`config.mk`:
```
export PLATFORM = sky130hd
export DESIGN_NAME = seq_skip_subtractor
export DESIGN_NICKNAME = d
export VERILOG_FILES = /design/src/rtl/seq_skip_subtractor.sv
export SDC_FILE = /design/constraint.sdc
export NUM_CORES = 1
export LEC_CHECK = 0
export ABC_CLOCK_PERIOD_IN_PS = 2900
export CAP_MARGIN = 10
export CORE_ASPECT_RATIO = 1.4
export CORE_MARGIN = 2
export CORE_UTILIZATION = 25
export DETAILED_ROUTE_END_ITERATION = 12
export PLACE_DENSITY = 0.43
export SETUP_SLACK_MARGIN = 0.3
export SLEW_MARGIN = 15
export SYNTH_ARGS = -nofsm -noshare
export SYNTH_HDL_FRONTEND = slang
export SYNTH_SLANG_ARGS = --single-unit
```
`constraint.sdc`:
```
create_clock -name clk -period 2.9 [get_ports clk]
set_input_delay 0.725 -clock clk [delete_from_list [all_inputs] [get_ports clk]]
set_output_delay 0.725 -clock clk [all_outputs]
set_load 0.02 [all_outputs]
```
`src/rtl/seq_skip_subtractor.sv`:
```
`default_nettype none
// ---------------------------------------------------------------------------
// seq_skip_subtractor : a - b computed BLOCK bits per cycle with carry-skip.
// Optional: define SEQ_SKIP_SUB_OVF_EN to add the signed-overflow port ovf.
// Rev 1.0
// ---------------------------------------------------------------------------
module seq_skip_subtractor #(
  parameter int WIDTH = 32,
  parameter int BLOCK = 4
) (
  input  logic             clk,
  input  logic             rst_n,
  input  logic             in_valid,
  output logic             in_ready,
  input  logic [WIDTH-1:0] a,
  input  logic [WIDTH-1:0] b,
  output logic             out_valid,
  input  logic             out_ready,
  output logic [WIDTH-1:0] diff,
  output logic             borrow
`ifdef SEQ_SKIP_SUB_OVF_EN
  ,
  output logic             ovf
`endif
);

  localparam int              NSLICE     = WIDTH / BLOCK;
  localparam int              KW         = (NSLICE > 1) ? $clog2(NSLICE) : 1;
  localparam logic [KW-1:0]   K_LAST     = KW'(NSLICE - 1);
  localparam logic [WIDTH-1:0] SLICE_MASK = WIDTH'({BLOCK{1'b1}});

  typedef enum logic [1:0] {
    IDLE = 2'd0,
    RUN  = 2'd1,
    DONE = 2'd2
  } state_t;

  state_t           state_q, state_d;
  logic [WIDTH-1:0] a_q, a_d, b_q, b_d, diff_q, diff_d;
  logic             borrow_q, borrow_d, carry_q, carry_d;
  logic [KW-1:0]    k_q, k_d;

  logic [31:0]      sh;
  logic [WIDTH-1:0] a_shift, b_shift;
  logic [BLOCK-1:0] a_slice, nb_slice, prop;
  logic [BLOCK:0]   ripple;
  logic             slice_cout;

  // Current slice: ripple add of a_k + ~b_k + carry, bypassed when all bits propagate.
  always_comb begin
    sh         = 32'(k_q) * 32'(BLOCK);
    a_shift    = a_q >> sh;
    b_shift    = b_q >> sh;
    a_slice    = a_shift[BLOCK-1:0];
    nb_slice   = ~b_shift[BLOCK-1:0];
    ripple     = {1'b0, a_slice} + {1'b0, nb_slice} + {{BLOCK{1'b0}}, carry_q};
    prop       = a_slice ^ nb_slice;
    slice_cout = (&prop) ? carry_q : ripple[BLOCK];
  end

  always_comb begin
    state_d   = state_q;
    a_d       = a_q;
    b_d       = b_q;
    diff_d    = diff_q;
    borrow_d  = borrow_q;
    carry_d   = carry_q;
    k_d       = k_q;
    in_ready  = 1'b0;
    out_valid = 1'b0;
    unique case (state_q)
      IDLE: begin
        in_ready = 1'b1;
        if (in_valid) begin
          a_d      = a;
          b_d      = b;
          diff_d   = '0;
          borrow_d = 1'b0;
          carry_d  = 1'b1;
          k_d      = '0;
          state_d  = RUN;
        end
      end
      RUN: begin
        diff_d  = (diff_q & ~(SLICE_MASK << sh)) | (WIDTH'(ripple[BLOCK-1:0]) << sh);
        carry_d = slice_cout;
        if (k_q == K_LAST) begin
          borrow_d = ~slice_cout;
          state_d  = DONE;
        end else begin
          k_d = k_q + 1'b1;
        end
      end
      DONE: begin
        out_valid = 1'b1;
        if (out_ready) begin
          state_d = IDLE;
        end
      end
      default: state_d = IDLE;
    endcase
  end

  always_ff @(posedge clk or negedge rst_n) begin
    if (!rst_n) begin
      state_q  <= IDLE;
      a_q      <= '0;
      b_q      <= '0;
      diff_q   <= '0;
      borrow_q <= 1'b0;
      carry_q  <= 1'b1;
      k_q      <= '0;
    end else begin
      state_q  <= state_d;
      a_q      <= a_d;
      b_q      <= b_d;
      diff_q   <= diff_d;
      borrow_q <= borrow_d;
      carry_q  <= carry_d;
      k_q      <= k_d;
    end
  end

  assign diff   = diff_q;
  assign borrow = borrow_q;

`ifdef SEQ_SKIP_SUB_OVF_EN
  assign ovf = (state_q == DONE) && (a_q[WIDTH-1] != b_q[WIDTH-1])
               && (diff_q[WIDTH-1] != a_q[WIDTH-1]);
`endif

endmodule
`default_nettype wire
```
==> impl_results.md, run 1 <==
- Outcome: finished clean
- Max-slew violation count: 0
- Post-synth ARST share: 100%
- Detail Placement HPWL: 9580 um
- Commonest non-fill, non-tap cells in the layout: dfrtp_1, clkdlybuf4s50_1, mux2_2, nand2_1, buf_4
- Number of synthesized flops with an enable pin: 0
- Num rows: 60
- DP Cell Count: 686
- Total core area: 19,000 um2
- Wire length per cell: 17.8 um
- Post-DRT Antenna Nets: 0
- DR pass1 iterations: 4
- Critical Path Stages: 10
- Die area: 20,300 um2
- Worst-path fanout max: 8
- DR iter-0 viols: 121
- Bufs on Longest Clock Path: 2
- Share of cells above drive strength 1: 30.6%
- Routed WL: 12,700 um
- Cells after Synth: 337
- Worst skew pair latency: 0.35 ns
- Synth Net Count: 417
- Pin count of the biggest net entering global routing: 51
- Die Span Y: 168 um
- Root buf cell: clkbuf_16
- CTS Hold Bufs: 0
- CTS tree: done
- CP Cell Sequence: buf_4, buf_16, mux4_2, nand2_1, and2_4, inv_2, ha_1, a221oi_2, xnor2_2, a32o_1
- Buf/Inv on CP: 3
- CP Capture Type: register
- Peak VDD IR: 0.798 mV
- Setup Crit Path Kind: reg -> reg
- Die W: 121 um
- Worst slew margin: 54.5%
- Syn-to-layout area delta: 38.4%
- Grt ovf: 0
- GR Util All Layers: 13.0%
- Slowest stage delay, CP: 0.52 ns
- Antenna violations before repair: 0
- Layout Nets: 539
- Yosys warns: 0
- GPL Wtd Cong: 0.762
- Syn avg cell area: 14.2 um2
- Final min period: 2.75 ns
- Seq cells post-synth: 103
- Data required, critical path: 3.14 ns
- First-pass GRT wire length: 20,100 um
- H-tree lvl count: 3
- Delay-heaviest family, CP: compound AO/OA/AOI/OAI gates
- Mapped Area: 4800 um2
- Max cap viols: 0
- Final hold vios: 0
- Vias/cell: 4.54
- # setup viols final: 0
- Worst min path class: in -> async
- Leak pwr: 2.77 nW
- # IOs: 103
- Final period util: 94.9%
- Final setup TNS: 0 ns
- DRC: 0
- Arr. time, crit path: 2.99 ns
- Netlist cell types: 40
- Clock sink count: 103
- Vias: 3,236
- Antenna cells: 0
- Vias in the first global route: 3,536
- Ys flop type: dfrtp_1
- Initial core utilization: 25.3%
- FMAX: 363 MHz
- Final cell count without fillers: 712
- RSZ-0062 raised after global routing: yes
- Clock skew: 0.00592 ns
- R2R cell count: 10
- Register area share after synthesis: 53.7%
- CTS Buf Count: 9
- Worst-margin pin slew: 0.680 ns
- CP max stage cell: mux4_2
- CP Launch Type: register
- I/O Buffers: 102
- PD cells: 1320 nW/um2
- Clock transition at path regs: 0.07 ns
-- flip-flops by register name, summed over array words and instances (netlist names) --
register / count
state_q: 2
borrow: 1
a_q: 32
b_q: 32
k_q: 3
carry_q: 1
diff: 32
-- cells in the mapped netlist (2+ instances only) --
library cell	n	area, um2
dfrtp_1	102	2550
mux2_2	64	721
nand2_1	25	93.8
a22o_1	20	175
a32o_1	12	120
ha_1	10	125
inv_1	9	33.8
mux4_1	9	236
nor2_1	8	30.0
mux4_2	7	158
buf_2	6	30.0
nor3_1	6	30.0
o21ai_0	6	30.0
a21oi_1	5	25.0
and2_1	5	31.3
a21o_1	4	30.0
clkbuf_1	4	15.0
buf_4	3	22.5
buf_6	3	33.8
nor2_4	3	33.8
nor2b_1	3	18.8
a31oi_1	2	12.5
a41oi_1	2	17.5
fa_1	2	40.0
mux2i_1	2	20.0
-- area by class of cell --
cell class / instances / area, um2
flip-flops and latches: 103 / 2580
repair buffers: 128 / 1290
fillers: 1868 / 12300
multi-input cells: 207 / 2130
clock inverters: 6 / 60.1
well taps: 248 / 310
inverters: 10 / 37.5
clock buffers: 10 / 239
-- logic make-up after synthesis --
kind of cell / Yosys count / share of synthesized area [%]
xor+xnor: 2 / 0.521
flops: 103 / 53.7
buf+inv: 27 / 3.21
mux: 82 / 23.6
compound gates: 55 / 9.36
simple gates: 56 / 6.12
fa+ha+maj: 12 / 3.44
-- what timing repair did --
action	in CTS	in global routing
gates cloned	1	0
endpoints found under the setup margin	26	26
resized for setup	14	2
buffers inserted	9	0
pin swaps	10	4
hold endpoints to repair	0	0
-- final timing paths --
check                                           from  slack, ns                   end
worst max-delay path              k_q[0]$_DFFE_PN0P_       0.15  diff[19]$_DFFE_PN0P_
worst min-delay path                           rst_n       0.40   diff[4]$_DFFE_PN0P_
worst max register to register    k_q[0]$_DFFE_PN0P_       0.15  diff[19]$_DFFE_PN0P_
worst min register to register  diff[19]$_DFFE_PN0P_       0.49  diff[19]$_DFFE_PN0P_
max in group asynchronous                      rst_n       1.78   b_q[11]$_DFFE_PN0P_
min in group clk                diff[19]$_DFFE_PN0P_       0.49  diff[19]$_DFFE_PN0P_
-- layer usage --
layer  GRT usage [%]  part of all wire [%]
met2            21.9                    51
met4            5.51                   2.6
met1            15.9                    42
met3            2.98                   4.8
met5               0                     0
-- metrics by stage --
stage	hold WS [ns]	utilization (%)	setup slack, ns	power [mW]	area [um2]
after CTS	0.427	35.0	0.149	8.84	6640
after global routing	0.445	35.0	0.0291	9.35	6650
final	0.400	35.0	0.147	8.74	6650
after global placement	0.484	32.6	0.107	6.96	6200
after floorplan	0.429	-	0.219	5.59	4830
after detailed placement	0.483	32.6	0.0456	7.07	6200
-- where the power goes --
group          switching [mW]  leakage, nW  internal [mW]
Sequential              0.375         1.26           2.10
Clock                   0.540        0.144          0.688
Combinational            2.40         1.36           2.64
No activity file was read; power rests on OpenSTA's default activity.
==> run 2: changes to the inputs <==
--- a/config.mk
+++ b/config.mk
@@ -11,6 +11,7 @@
 export CORE_MARGIN = 2
 export CORE_UTILIZATION = 25
 export DETAILED_ROUTE_END_ITERATION = 12
+export GPL_ROUTABILITY_DRIVEN = 1
 export PLACE_DENSITY = 0.43
 export SETUP_SLACK_MARGIN = 0.3
 export SLEW_MARGIN = 15
==> results of run 2 <==
No change in the layout: final DEF, timing and power equal those of run 1.
==> run 3: changes to the inputs <==
--- a/config.mk
+++ b/config.mk
@@ -11,7 +11,6 @@
 export CORE_MARGIN = 2
 export CORE_UTILIZATION = 25
 export DETAILED_ROUTE_END_ITERATION = 12
-export GPL_ROUTABILITY_DRIVEN = 1
 export PLACE_DENSITY = 0.43
 export SETUP_SLACK_MARGIN = 0.3
 export SLEW_MARGIN = 15
==> results of run 3 <==
No change in the layout: final DEF, timing and power equal those of run 1.
